**src/rtl/ex_issue_ctrl_if.sv**
```systemverilog
// Handshake and data bundle between ID, the EX-stage sequencer, the ALU and MEM/WB.
// The master side is the surrounding pipeline; the slave side is ex_issue_ctrl.
interface ex_issue_ctrl_if #(
    parameter int CNT_W = 16
);
    logic             id_valid;
    logic             id_ready;
    logic [5:0]       id_alu_op;
    logic [4:0]       id_rs1;
    logic [4:0]       id_rs2;
    logic [4:0]       id_rd;
    logic             id_rd_we;
    logic [31:0]      id_rs1_data;
    logic [31:0]      id_rs2_data;
    logic [31:0]      id_imm;
    logic [31:0]      id_pc;
    logic             flush;

    logic [5:0]       alu_op;
    logic [31:0]      alu_a;
    logic [31:0]      alu_b;
    logic [31:0]      alu_imm;
    logic [31:0]      alu_pc;
    logic [31:0]      alu_result;

    logic             exm_valid;
    logic             exm_ready;
    logic [5:0]       exm_alu_op;
    logic [4:0]       exm_rd;
    logic             exm_rd_we;
    logic [31:0]      exm_result;
    logic [31:0]      exm_store_data;

    logic             wb_we;
    logic [4:0]       wb_rd;
    logic [31:0]      wb_data;

    logic [CNT_W-1:0] stall_cnt;

    modport master (
        output id_valid, id_alu_op, id_rs1, id_rs2, id_rd, id_rd_we,
               id_rs1_data, id_rs2_data, id_imm, id_pc, flush,
               alu_result, exm_ready, wb_we, wb_rd, wb_data,
        input  id_ready, alu_op, alu_a, alu_b, alu_imm, alu_pc,
               exm_valid, exm_alu_op, exm_rd, exm_rd_we, exm_result,
               exm_store_data, stall_cnt
    );

    modport slave (
        input  id_valid, id_alu_op, id_rs1, id_rs2, id_rd, id_rd_we,
               id_rs1_data, id_rs2_data, id_imm, id_pc, flush,
               alu_result, exm_ready, wb_we, wb_rd, wb_data,
        output id_ready, alu_op, alu_a, alu_b, alu_imm, alu_pc,
               exm_valid, exm_alu_op, exm_rd, exm_rd_we, exm_result,
               exm_store_data, stall_cnt
    );
endinterface

```
**src/rtl/ex_issue_ctrl.sv**
```systemverilog
// EX-stage sequencer: operand forwarding, load-use stall, ALU drive and the EX/MEM register
// with valid/ready handshakes toward ID and MEM.
module ex_issue_ctrl #(
    parameter int CNT_W  = 16,
    parameter bit FWD_EN = 1'b1
) (
    input logic          clk,
    input logic          rst_n,
    ex_issue_ctrl_if.slave bus
);
    localparam logic [5:0] OP_ADD = 6'd1;
    localparam logic [5:0] OP_AND = 6'd7;
    localparam logic [5:0] OP_LW  = 6'd8;
    localparam logic [5:0] OP_SW  = 6'd10;
    localparam logic [5:0] OP_JAL = 6'd14;

    logic             exm_valid_q;
    logic [5:0]       exm_alu_op_q;
    logic [4:0]       exm_rd_q;
    logic             exm_rd_we_q;
    logic [31:0]      exm_result_q;
    logic [31:0]      exm_store_q;
    logic [CNT_W-1:0] stall_cnt_q;

    logic        use_rs1;
    logic        use_rs2;
    logic        op_legal;
    logic        load_block;
    logic        hazard;
    logic        ready;
    logic        capture;
    logic        stall;
    logic [31:0] src_a;
    logic [31:0] src_b;

    // A load in EX/MEM has no data yet, so it only forwards once it reaches MEM/WB.
    function automatic logic [31:0] forward(input logic [4:0] src, input logic [31:0] rf_data);
        logic [31:0] value;
        value = rf_data;
        if (src == 5'd0) begin
            value = 32'd0;
        end else if (FWD_EN) begin
            if (exm_valid_q && exm_rd_we_q && exm_rd_q == src && exm_alu_op_q != OP_LW) begin
                value = exm_result_q;
            end else if (bus.wb_we && bus.wb_rd == src) begin
                value = bus.wb_data;
            end
        end
        return value;
    endfunction

    always_comb begin
        use_rs1  = bus.id_alu_op != OP_JAL;
        use_rs2  = (bus.id_alu_op >= OP_ADD && bus.id_alu_op <= OP_AND) || bus.id_alu_op == OP_SW;
        op_legal = (bus.id_alu_op >= OP_ADD && bus.id_alu_op <= OP_SW) || bus.id_alu_op == OP_JAL;

        src_a = use_rs1 ? forward(bus.id_rs1, bus.id_rs1_data) : bus.id_rs1_data;
        src_b = use_rs2 ? forward(bus.id_rs2, bus.id_rs2_data) : bus.id_rs2_data;

        // Without forwarding, any pending write to a source must retire before issue.
        load_block = exm_valid_q && exm_rd_we_q && (!FWD_EN || exm_alu_op_q == OP_LW);
        hazard     = load_block &&
                     ((use_rs1 && bus.id_rs1 != 5'd0 && bus.id_rs1 == exm_rd_q) ||
                      (use_rs2 && bus.id_rs2 != 5'd0 && bus.id_rs2 == exm_rd_q));

        ready   = (!exm_valid_q || bus.exm_ready) && !hazard;
        capture = bus.id_valid && ready && !bus.flush;
        stall   = bus.id_valid && !ready && !bus.flush;
    end

    assign bus.id_ready       = ready;
    assign bus.alu_op         = bus.id_alu_op;
    assign bus.alu_a          = src_a;
    assign bus.alu_b          = src_b;
    assign bus.alu_imm        = bus.id_imm;
    assign bus.alu_pc         = bus.id_pc;
    assign bus.exm_valid      = exm_valid_q;
    assign bus.exm_alu_op     = exm_alu_op_q;
    assign bus.exm_rd         = exm_rd_q;
    assign bus.exm_rd_we      = exm_rd_we_q;
    assign bus.exm_result     = exm_result_q;
    assign bus.exm_store_data = exm_store_q;
    assign bus.stall_cnt      = stall_cnt_q;

    // A capture may coincide with MEM draining the previous op, giving one op per cycle.
    always_ff @(posedge clk or negedge rst_n) begin
        if (!rst_n) begin
            exm_valid_q  <= 1'b0;
            exm_alu_op_q <= 6'd0;
            exm_rd_q     <= 5'd0;
            exm_rd_we_q  <= 1'b0;
            exm_result_q <= 32'd0;
            exm_store_q  <= 32'd0;
        end else if (capture) begin
            exm_valid_q  <= 1'b1;
            exm_alu_op_q <= bus.id_alu_op;
            exm_rd_q     <= bus.id_rd;
            exm_rd_we_q  <= bus.id_rd_we && (bus.id_rd != 5'd0) && op_legal;
            exm_result_q <= op_legal ? bus.alu_result : 32'd0;
            exm_store_q  <= src_b;
        end else if (bus.exm_ready) begin
            exm_valid_q <= 1'b0;
        end
    end

    always_ff @(posedge clk or negedge rst_n) begin
        if (!rst_n) begin
            stall_cnt_q <= '0;
        end else if (stall && stall_cnt_q != '1) begin
            stall_cnt_q <= stall_cnt_q + 1'b1;
        end
    end
endmodule

```
**src/flat_wrapper.sv**
```systemverilog
// flat-port wrapper written by rule: the top's interface ports become plain ports
module ex_issue_ctrl_flat 
#(
    parameter int CNT_W  = 16,
    parameter bit FWD_EN = 1'b1
)
  (clk, rst_n, bus_id_valid, bus_id_alu_op, bus_id_rs1, bus_id_rs2, bus_id_rd, bus_id_rd_we, bus_id_rs1_data, bus_id_rs2_data, bus_id_imm, bus_id_pc, bus_flush, bus_alu_result, bus_exm_ready, bus_wb_we, bus_wb_rd, bus_wb_data, bus_id_ready, bus_alu_op, bus_alu_a, bus_alu_b, bus_alu_imm, bus_alu_pc, bus_exm_valid, bus_exm_alu_op, bus_exm_rd, bus_exm_rd_we, bus_exm_result, bus_exm_store_data, bus_stall_cnt);
  ex_issue_ctrl_if #(.CNT_W(CNT_W)) bus_i ();
  input logic clk;
  input logic rst_n;
  input wire logic [$bits(bus_i.id_valid)-1:0] bus_id_valid;
  input wire logic [$bits(bus_i.id_alu_op)-1:0] bus_id_alu_op;
  input wire logic [$bits(bus_i.id_rs1)-1:0] bus_id_rs1;
  input wire logic [$bits(bus_i.id_rs2)-1:0] bus_id_rs2;
  input wire logic [$bits(bus_i.id_rd)-1:0] bus_id_rd;
  input wire logic [$bits(bus_i.id_rd_we)-1:0] bus_id_rd_we;
  input wire logic [$bits(bus_i.id_rs1_data)-1:0] bus_id_rs1_data;
  input wire logic [$bits(bus_i.id_rs2_data)-1:0] bus_id_rs2_data;
  input wire logic [$bits(bus_i.id_imm)-1:0] bus_id_imm;
  input wire logic [$bits(bus_i.id_pc)-1:0] bus_id_pc;
  input wire logic [$bits(bus_i.flush)-1:0] bus_flush;
  input wire logic [$bits(bus_i.alu_result)-1:0] bus_alu_result;
  input wire logic [$bits(bus_i.exm_ready)-1:0] bus_exm_ready;
  input wire logic [$bits(bus_i.wb_we)-1:0] bus_wb_we;
  input wire logic [$bits(bus_i.wb_rd)-1:0] bus_wb_rd;
  input wire logic [$bits(bus_i.wb_data)-1:0] bus_wb_data;
  output wire logic [$bits(bus_i.id_ready)-1:0] bus_id_ready;
  output wire logic [$bits(bus_i.alu_op)-1:0] bus_alu_op;
  output wire logic [$bits(bus_i.alu_a)-1:0] bus_alu_a;
  output wire logic [$bits(bus_i.alu_b)-1:0] bus_alu_b;
  output wire logic [$bits(bus_i.alu_imm)-1:0] bus_alu_imm;
  output wire logic [$bits(bus_i.alu_pc)-1:0] bus_alu_pc;
  output wire logic [$bits(bus_i.exm_valid)-1:0] bus_exm_valid;
  output wire logic [$bits(bus_i.exm_alu_op)-1:0] bus_exm_alu_op;
  output wire logic [$bits(bus_i.exm_rd)-1:0] bus_exm_rd;
  output wire logic [$bits(bus_i.exm_rd_we)-1:0] bus_exm_rd_we;
  output wire logic [$bits(bus_i.exm_result)-1:0] bus_exm_result;
  output wire logic [$bits(bus_i.exm_store_data)-1:0] bus_exm_store_data;
  output wire logic [$bits(bus_i.stall_cnt)-1:0] bus_stall_cnt;
  assign bus_i.id_valid = bus_id_valid;
  assign bus_i.id_alu_op = bus_id_alu_op;
  assign bus_i.id_rs1 = bus_id_rs1;
  assign bus_i.id_rs2 = bus_id_rs2;
  assign bus_i.id_rd = bus_id_rd;
  assign bus_i.id_rd_we = bus_id_rd_we;
  assign bus_i.id_rs1_data = bus_id_rs1_data;
  assign bus_i.id_rs2_data = bus_id_rs2_data;
  assign bus_i.id_imm = bus_id_imm;
  assign bus_i.id_pc = bus_id_pc;
  assign bus_i.flush = bus_flush;
  assign bus_i.alu_result = bus_alu_result;
  assign bus_i.exm_ready = bus_exm_ready;
  assign bus_i.wb_we = bus_wb_we;
  assign bus_i.wb_rd = bus_wb_rd;
  assign bus_i.wb_data = bus_wb_data;
  assign bus_id_ready = bus_i.id_ready;
  assign bus_alu_op = bus_i.alu_op;
  assign bus_alu_a = bus_i.alu_a;
  assign bus_alu_b = bus_i.alu_b;
  assign bus_alu_imm = bus_i.alu_imm;
  assign bus_alu_pc = bus_i.alu_pc;
  assign bus_exm_valid = bus_i.exm_valid;
  assign bus_exm_alu_op = bus_i.exm_alu_op;
  assign bus_exm_rd = bus_i.exm_rd;
  assign bus_exm_rd_we = bus_i.exm_rd_we;
  assign bus_exm_result = bus_i.exm_result;
  assign bus_exm_store_data = bus_i.exm_store_data;
  assign bus_stall_cnt = bus_i.stall_cnt;
  ex_issue_ctrl #(.CNT_W(CNT_W), .FWD_EN(FWD_EN)) u_core (.clk(clk), .rst_n(rst_n), .bus(bus_i));
endmodule
```
**config.mk**
```make
export PLATFORM = sky130hd
export DESIGN_NAME = ex_issue_ctrl_flat
export DESIGN_NICKNAME = d
export VERILOG_FILES = /design/src/rtl/ex_issue_ctrl_if.sv /design/src/rtl/ex_issue_ctrl.sv /design/src/flat_wrapper.sv
export SDC_FILE = /design/constraint.sdc
export NUM_CORES = 1
export LEC_CHECK = 0
export CORE_AREA = 2 2 174 176
export DETAILED_ROUTE_END_ITERATION = 8
export DIE_AREA = 0 0 176 178
export PLACE_DENSITY = 0.64
export SETUP_SLACK_MARGIN = 0.1
export SLEW_MARGIN = 15
export SYNTH_ARGS = -nofsm -noshare
export SYNTH_HDL_FRONTEND = slang
export SYNTH_SLANG_ARGS = --single-unit
```
**constraint.sdc**
```tcl
create_clock -name clk -period 2.8 [get_ports clk]
set_input_delay 0.56 -clock clk [delete_from_list [all_inputs] [get_ports clk]]
set_output_delay 0.56 -clock clk [all_outputs]
set_load 0.02 [all_outputs]
```
==> After elaboration in Yosys (flattened, before gate mapping) <==
Index checks and enable logic that the tools add are counted.
{ "word_totals": {"inputBits": 225, "output_inout_bits": 228, "wordCells": 71, "register_bits": 93} }
{ "op_classes": {"addsub": 1, "eq_ne": 12, "n_lt_le_gt_ge": 3, "reduce_logical": 37, "n_mux": 11} }
{ "ops": {"columns": ["operator", "count"], "rows": [
  ["$mux 32", 9],
  ["$eq 5x5->1", 6],
  ["$logic_and 1x1->1", 23],
  ["$eq 6x4->1 const B", 3],
  ["$add 16x1->16 const B", 1],
  ["$ne 16x16->1 const B", 1],
  ["$reduce_bool 5->1", 3],
  ["$ne 6x4->1 const B", 2],
  ["$logic_not 5->1", 2],
  ["$ge 6x1->1 const B", 1],
  ["$le 6x3->1 const B", 1],
  ["$le 6x4->1 const B", 1],
  ["$logic_not 1->1", 4],
  ["$logic_or 1x1->1", 4],
  ["$mux 1", 2],
  ["$reduce_bool 2->1", 1]
]} }

==> Depth between registers and ports, before layout <==
Gate-level depths: netlist of run 1.
{ "depth": {"ltp_word": 13, "ltp_mapped": 9, "depth_no_buf": 7} }

==> Least setup slack after synthesis of run 1 <==
Ideal clock, no wire load.
{ "synth_path": {"path_type": "reg-to-output", "startpoint": "reg u_core.exm_alu_op_q[2] (netlist: u_core.bus.exm_alu_op[2])", "endpoint": "out bus_alu_a[30]", "path_slack_ns": -0.045, "path_stages_with_launch": 8, "required_time_ns": 2.240, "t_arrival_ns": 2.285, "path_buffers": 2, "path_cell_list": "dfrtp_1 > or4b_1 > nor3_2 > nand2b_1 > buf_2 > buf_1 > o21ai_0 > o21ai_0"} }
{ "synth_between": {"elab_chain_len": 5} }
{ "synth_lines": {"columns": ["element", "line_no", "text"], "rows": [
  ["start: declaration", "ex_issue_ctrl.sv:18", "logic [5:0] exm_alu_op_q;"],
  ["start signal: assignment", "ex_issue_ctrl.sv:96", "exm_alu_op_q <= bus.id_alu_op;"],
  ["$ne 6x4->1", "ex_issue_ctrl.sv:43", "if (exm_valid_q && exm_rd_we_q && exm_rd_q == src && exm_alu_op_q != OP_LW) begin"],
  ["$logic_and 1x1->1", "ex_issue_ctrl.sv:43", null],
  ["$mux 32", "ex_issue_ctrl.sv:43", null],
  ["$mux 32", "ex_issue_ctrl.sv:40", "if (src == 5'd0) begin"],
  ["$mux 32", "ex_issue_ctrl.sv:57", "src_a = use_rs1 ? forward(bus.id_rs1, bus.id_rs1_data) : bus.id_rs1_data;"],
  ["end: declaration", "flat_wrapper.sv:29", "output wire logic [$bits(bus_i.alu_a)-1:0] bus_alu_a;"]
]} }
Every way passes these cells.

==> Final worst setup path of run 1 <==
{ "layout_path": {"startpoint": "reg u_core.exm_alu_op_q[2] (netlist: u_core.bus.exm_alu_op[2])", "endpoint": "out bus_alu_b[19]"} }
{ "layout_between": {"elab_chain_len": 5} }
{ "layout_lines": {"columns": ["element", "line_no", "text"], "rows": [
  ["$ne 6x4->1", "ex_issue_ctrl.sv:43", null],
  ["$logic_and 1x1->1", "ex_issue_ctrl.sv:43", null],
  ["$mux 32", "ex_issue_ctrl.sv:43", null],
  ["$mux 32", "ex_issue_ctrl.sv:40", null],
  ["$mux 32", "ex_issue_ctrl.sv:58", "src_b = use_rs2 ? forward(bus.id_rs2, bus.id_rs2_data) : bus.id_rs2_data;"],
  ["end: declaration", "flat_wrapper.sv:30", "output wire logic [$bits(bus_i.alu_b)-1:0] bus_alu_b;"]
]} }
Every way passes these cells.

==> out/results.txt, run 1 <==
Outcome: complete, but fails checks
Failing checks: setup timing
Top cell type's share of synthesized area: 34.7%
Die X: 176 µm
CP Cell Sequence: or4b_4 > nor3_4 > buf_6 > or3_4 > buf_4 > buf_12 > o21ai_0 > a21oi_2 > a21o_1 > buf_6
First-pass GRT wire length: 46.0 mm
Layout Nets: 1372
Site Rows: 63
Bufs on Longest Clock Path: 2
Total wire length: 34.0 mm
Register area share after synthesis: 34.7%
Root buffer cell: clkbuf_16
Largest net degree at the start of global routing: 49
1st-iter DRT viols: 310
Comb pwr share: 41.6%
CP delay by family, top: simple AND/OR/NAND/NOR gates
ANT nets after route: 0
Vias in the first global route: 7258
Initial Util: 22.8%
R2R depth: 11
Slew @ Worst Pin: 0.671 ns
Post-synthesis sequential element count: 93
DP HPWL: 20.8 mm
Gr ovfl total: 0
Final WS setup: -0.276 ns
Syn Nets: 975
DRT Pass-1 Iters: 4
Sequential power share: 33.6%
Via density per instance: 4.72
Total power: 5.08 mW
Most used cell, CP: buf_6
CTS tree: done
Rel. slew slack: 55.3%
Reg clk slew, reported paths: 0.08 ns
Max Cap Viol: 0
CTS sink count: 93
Layout Cells excl Fill: 1542
Multi-input logic area: 4130 µm²
Clk Latency, worst-skew pair: 0.36 ns
Req. time, crit path: 2.24 ns
Sw frac: 34.7%
CP max FO: 16
Critical path class: flop to primary output
Die area: 31300 µm²
Average size of a mapped cell: 8.96 µm²
Fillers: 2764
Critical path buffer and inverter count: 4
Worst hold path type: input port to asynchronous set/reset pin
Slowest cell delay on critical path: 0.54 ns
Clock power share: 24.8%
Worst r2r dst: u_core.bus.exm_store_data[14]
Post-synthesis cell area: 6710 µm²
Num ports: 453
Layout cells sized above 1: 38.2%
Worst VDD drop: 0.233 mV
Int Pwr: 3.32 mW
Placeable Area: 29400 µm²
Hold Fails Final Rpt: 0
Synth Instances: 749
Netlist cell types: 40
Main synth FF type: dfrtp_1
Internal reg-to-reg setup slack: 0.12 ns
Max stage delay cell, worst path: or4b_4
Gpl congestion: 0.806
Dominant cell type by area after synthesis: dfrtp_1
Sw Pwr: 1.76 mW
Tcrit/Tclk final: 110%
Antenna violations before repair: 2
Maximum clock frequency: 325 MHz
Crit end category: primary output
Power Density: 401 nW/µm²
# DRC: 0
Area Growth Syn to Fin: 88.6%
Port Buffers: 324
Synth area leaders: dfrtp_1 (35%), o21ai_0 (9.7%), mux2_4 (9.6%), mux2i_1 (9.5%), buf_4 (8.4%)
Setup_tns: -12.14 ns
Arr. time, crit path: 2.52 ns
RSZ-0062 raised after global routing: true
Leak Pwr: 5.44 nW
Post-layout min period: 3.08 ns
H-tree Lvls: 3
CTS Buf Count: 9
Gr usage total: 19.9%
DR vias: 7276
Clk_skew: 0.0137 ns
CP startpoint kind: flop
Register Area: 2330 µm²
Final setup viols: 65
Post-synth ARST share: 100%
Die height: 178 µm
Post-synth EDFFs: 0
Final Util: 43.1%
Final Max Slew Viols: 0
Synth warnings: 0
Worst r2r src: u_core.bus.exm_alu_op[2]
Placed Cells incl. Taps: 1423
Drt wl/cell: 22.0 µm
[power by group through the flow]
| stage | sequential (mW) | combinational, mW | clock [mW] |
|---|---|---|---|
| 5_1_grt | 1.73 | 2.23 | 1.36 |
| 2_1_floorplan | 1.92 | 0.749 | 0 |
| 3_5_place_dp | 1.71 | 1.92 | 0 |
| 6_report | 1.71 | 2.11 | 1.26 |
| 3_3_place_gp | 1.71 | 1.90 | 0 |
| 4_1_cts | 1.70 | 1.99 | 1.31 |
[cells in the final DEF (no fill, tap or decap), drive strengths merged, types with 9 or more instances in the layout]
cell,instances
a21o,32
a21oi,34
buf,253
clkbuf,16
clkdlybuf4s50,237
dfrtp,93
mux2,44
mux2i,64
nand2,136
nor2,9
o21ai,130
xnor2,23
xor2,12
[how the worst max path moves through the flow]
stage | from | end | slack, ns | cells past startpoint
4_1_cts | u_core.bus.exm_alu_op[2] | bus_alu_b[31] | -0.29 | 10
5_1_grt | u_core.bus.exm_alu_op[2] | bus_alu_b[19] | -0.40 | 10
3_5_place_dp | bus_id_alu_op[0] | bus_alu_b[14] | -1.10 | 9
3_3_place_gp | bus_id_alu_op[0] | bus_alu_b[1] | -1.07 | 9
2_1_floorplan | u_core.bus.exm_alu_op[2] | bus_alu_a[30] | 0.10 | 7
6_report | u_core.bus.exm_alu_op[2] | bus_alu_b[19] | -0.28 | 10
[cells by family (layout without fill, tap and decap cells)]
family / after synthesis / count (layout) / synth area share, %
compound gates: 201 / 201 / 16.6
xor+xnor: 35 / 35 / 4.57
fa+ha+maj: 1 / 1 / 0.186
buf+inv: 121 / 522 / 11.9
flops: 93 / 93 / 34.7
mux: 108 / 108 / 19.3
other cells: 0 / 1 / 0
simple gates: 190 / 191 / 12.7
[flip-flops by register name (all words and copies together) (netlist names)]
| name | cells |
|---|---|
| u_core.bus.exm_store_data | 32 |
| u_core.bus.exm_result | 32 |
| u_core.bus.exm_rd_we | 1 |
| u_core.bus.stall_cnt | 16 |
| u_core.bus.exm_valid | 1 |
| u_core.bus.exm_rd | 5 |
| u_core.bus.exm_alu_op | 6 |
[metal layers]
| metal | track usage [%] | routed length [µm] |
|---|---|---|
| met1 | 24.4 | 13800 |
| met2 | 34.1 | 16700 |
| met3 | 4.56 | 2330 |
| met4 | 7.27 | 1150 |
| met5 | 0 | 0 |
[Yosys cell counts (3+ instances only)]
cell type and count:
and3_1 8, xor2_1 12, nor2b_1 3, xnor2_1 23, and4_1 3, a21o_1 32
mux2i_1 64, nand3_1 8, mux2_4 43, clkbuf_1 21, buf_4 75, buf_6 6
a21oi_1 33, nand2b_1 3, buf_1 3, dfrtp_1 93, nand2_1 136, nand4_1 8
nor2_1 7, buf_2 15, o21ai_0 130
[per-stage QoR]
stage	cell area (µm²)	worst slack (ns)	hold slack (ns)
3_3_place_gp	10500	-1.07	0.474
6_report	12700	-0.276	0.146
2_1_floorplan	6710	0.102	0.264
3_5_place_dp	10500	-1.10	0.486
4_1_cts	11700	-0.289	0.153
5_1_grt	12700	-0.400	0.160
[cell type report]
class,count,share of cell area (%)
timing repair buffer,506,42.8
clock inverter,7,0.514
multi-input combinational,536,32.6
antenna,1,0.0198
sequential,93,18.4
clock buffer,9,1.78
tap,390,3.85
[worst register-to-register path: stages (launching register included)]
cell and delay (ns):
dfrtp_1 0.38, or4b_4 0.54, nor3_4 0.14, buf_6 0.12
buf_4 0.10, buf_6 0.08, nor3b_4 0.17, a21oi_2 0.08
buf_4 0.16, nand3_4 0.15, buf_16 0.25, mux2_4 0.38
[what timing repair did]
action	4_1_cts	5_1_grt
resized for setup	483	177
pin swaps	27	39
hold buffers	0	0
endpoints found under the setup margin	147	76
endpoints found under the hold margin	0	0
gates cloned	12	6
setup buffers	55	30
Note: power is estimated with default switching activity, not from simulation.
==> inputs of run 2 (changes only) <==
- ABC_AREA: not set -> 1
- CORE_AREA: 2 2 174 176 -> 2 2 175 177
- DIE_AREA: 0 0 176 178 -> 0 0 177 179
- PLACE_DENSITY: 0.64 -> 0.66
==> run 2 against run 1 <==
  * The flow now finishes without violations
  * Register-to-register slack improved by 0.33 ns
  * Power rose by 1.5%
  * Non-clock buffer count fell by 12
  * Sequential share of layout area fell by 0.54 points
  * Wire length rose by 17%
  * Synthesized cell count rose by 54%
  * Combinational power rose by 4%
  * Sequential power fell by 2%
  * Fmax rose by 12%
  * Clock skew fell by 0.00061 ns
  * First-iteration DRC count rose to 2.7 times the previous value
  * Critical path type unchanged
  * Critical endpoint is now bus_alu_a[25]
  * Largest power group unchanged
==> out/results.txt, run 2 <==
Outcome: finished, final reports clean
Req. time, crit path: 2.24 ns
H-tree Lvls: 3
Dominant cell type by area after synthesis: dfrtp_1
Layout Cells excl Fill: 1916
Total wire length: 39.8 mm
Post-synthesis cell area: 7420 µm²
DR vias: 9439
CTS Hold Buffers Added: 0
CP delay by family, top: buffers and inverters
Critical path class: flop to primary output
Gr usage total: 24.0%
Met3 wire len: 3.05 mm
CP Cell Sequence: xor2_1 > a21oi_1 > buf_4 > nand3_4 > buf_8 > bufbuf_16 > o211ai_1 > nand2_1 > buf_6
Critical path buffer and inverter count: 4
Worst hold path type: input port to asynchronous set/reset pin
Max Cap Viol: 0
Rel. slew slack: 52.2%
Power Density: 394 nW/µm²
Placed Cells incl. Taps: 1830
Die height: 179 µm
Maximum clock frequency: 365 MHz
Post-synth ARST share: 100%
Clk Latency, worst-skew pair: 0.37 ns
ANT nets after route: 0
CP startpoint kind: flop
ANT cells: 0
Vias in the first global route: 9002
Hold Fails Final Rpt: 0
Layout Nets: 1741
Layout cells sized above 1: 24.3%
Arr. time, crit path: 2.18 ns
Post-layout min period: 2.74 ns
Num ports: 453
Placeable Area: 30000 µm²
Leak Pwr: 6.27 nW
Gpl congestion: 0.884
Worst VDD drop: 0.341 mV
Most frequent cells in the layout: nand2_1 (464), clkdlybuf4s50_1 (236), buf_4 (97)
DRT Pass-1 Iters: 7
CTS tree: done
CP max FO: 12
Crit end category: primary output
Syn Nets: 1381
Max stage delay cell, worst path: dfrtp_2
Placed Area: 11400 µm²
Reg clk slew, reported paths: 0.08 ns
DP HPWL: 27.6 mm
Post-synth top cells: nand2_1 (504), dfrtp_1 (93), nand3_1 (83), nand4_1 (83), buf_4 (73)
Final setup viols: 0
Netlist cell types: 33
Post-synthesis sequential element count: 93
Most common cell in the netlist: nand2_1
Register area share after synthesis: 31.4%
Via density per instance: 4.93
RSZ-0062 raised after global routing: true
Slowest cell delay on critical path: 0.46 ns
Synth Instances: 1155
Synth area leaders: dfrtp_1 (31%), nand2_1 (25%), buf_4 (7.4%), nand4_1 (7.0%), nand3_1 (5.6%)
Gr ovfl total: 0
Antenna violations before repair: 0
Clk_skew: 0.0131 ns
Post-synth EDFFs: 0
Top sig layer: met4
Final Util: 43.5%
Die area: 31700 µm²
Tcrit/Tclk final: 97.9%
Setup_tns: 0 ns
# DRC: 0
Area Growth Syn to Fin: 76.1%
Die X: 177 µm
Final hold slack: 0.237 ns
CTS Buf Count: 9
Bufs on Longest Clock Path: 2
M1 WL: 16.6 mm
Most common cell after layout, fill and taps aside: nand2_1
Final Cell Area: 13100 µm²
Synth warnings: 0
First-pass GRT wire length: 56.4 mm
1st-iter DRT viols: 836
Average size of a mapped cell: 6.43 µm²
Top cell type's share of synthesized area: 31.4%
Final Max Slew Viols: 0
Slew @ Worst Pin: 0.717 ns
Final WS setup: 0.0586 ns
Root buffer cell: clkbuf_16
CTS sink count: 93
Total power: 5.15 mW
Main synth FF type: dfrtp_1
Initial Util: 24.7%
Drt wl/cell: 20.8 µm
Met2 wire len: 19.2 mm
Pre-CTS setup slack: -0.751 ns
Largest net degree at the start of global routing: 50
Site Rows: 64
Port Buffers: 324
run 2: layout make-up:
| type | instances | area [µm²] |
|---|---|---|
| inverters | 65 | 245 |
| clock inverters | 7 | 67.6 |
| fillers | 3066 | 17000 |
| flip-flops and latches | 93 | 2330 |
| repair buffers | 494 | 5370 |
| clock buffers | 9 | 225 |
| well taps | 396 | 495 |
| multi-input cells | 852 | 4340 |
run 2: where the power goes:
| part | leakage, nW | internal [mW] | total, mW | switching [mW] |
|---|---|---|---|---|
| sequential | 1.21 | 1.50 | 1.67 | 0.168 |
| clock | 0.142 | 0.629 | 1.30 | 0.667 |
| combinational | 4.92 | 1.08 | 2.19 | 1.11 |
| total | 6.27 | 3.21 | 5.15 | 1.95 |
run 2: path summary, 6_finish.rpt:
path                                                     end  cells after the start                         start  slack [ns]
worst max-delay path                           bus_alu_a[25]                      9          u_core.bus.exm_rd[4]        0.06
worst min-delay path               u_core.bus.exm_result[21]                      1                         rst_n        0.24
worst max register to register       u_core.bus.stall_cnt[0]                     15      u_core.bus.exm_alu_op[4]        0.45
worst min register to register  u_core.bus.exm_store_data[1]                      2  u_core.bus.exm_store_data[1]        0.48
max in group asynchronous           u_core.bus.exm_result[3]                      2                         rst_n        1.84
min in group clk                u_core.bus.exm_store_data[1]                      2  u_core.bus.exm_store_data[1]        0.48
run 2: what timing repair did:
| item | 4_1_cts | 5_1_grt |
|---|---|---|
| gates resized for setup | 458 | 114 |
| endpoints found under the setup margin | 65 | 65 |
| buffers inserted | 40 | 13 |
| pin swaps | 52 | 59 |
| gates cloned | 12 | 9 |
run 2: cells by family (layout without fill, tap and decap cells):
| kind of cell | count (synthesis) | in the layout | share of synthesized area [%] |
|---|---|---|---|
| AO/OA/AOI/OAI | 86 | 86 | 7.08 |
| XOR/XNOR | 21 | 21 | 2.48 |
| adder cells (fa/ha/maj) | 1 | 1 | 0.169 |
| buffers and inverters | 210 | 575 | 14.8 |
| flip-flops | 93 | 93 | 31.4 |
| AND/OR/NAND/NOR | 744 | 744 | 44.1 |
run 2: per-layer routing:
metal | vias to the layer above | global-route usage, %
li1 | 4439 | -
met5 | - | 0
met3 | 85 | 4.92
met4 | 0 | 7.89
met1 | 4466 | 31.0
met2 | 449 | 39.9
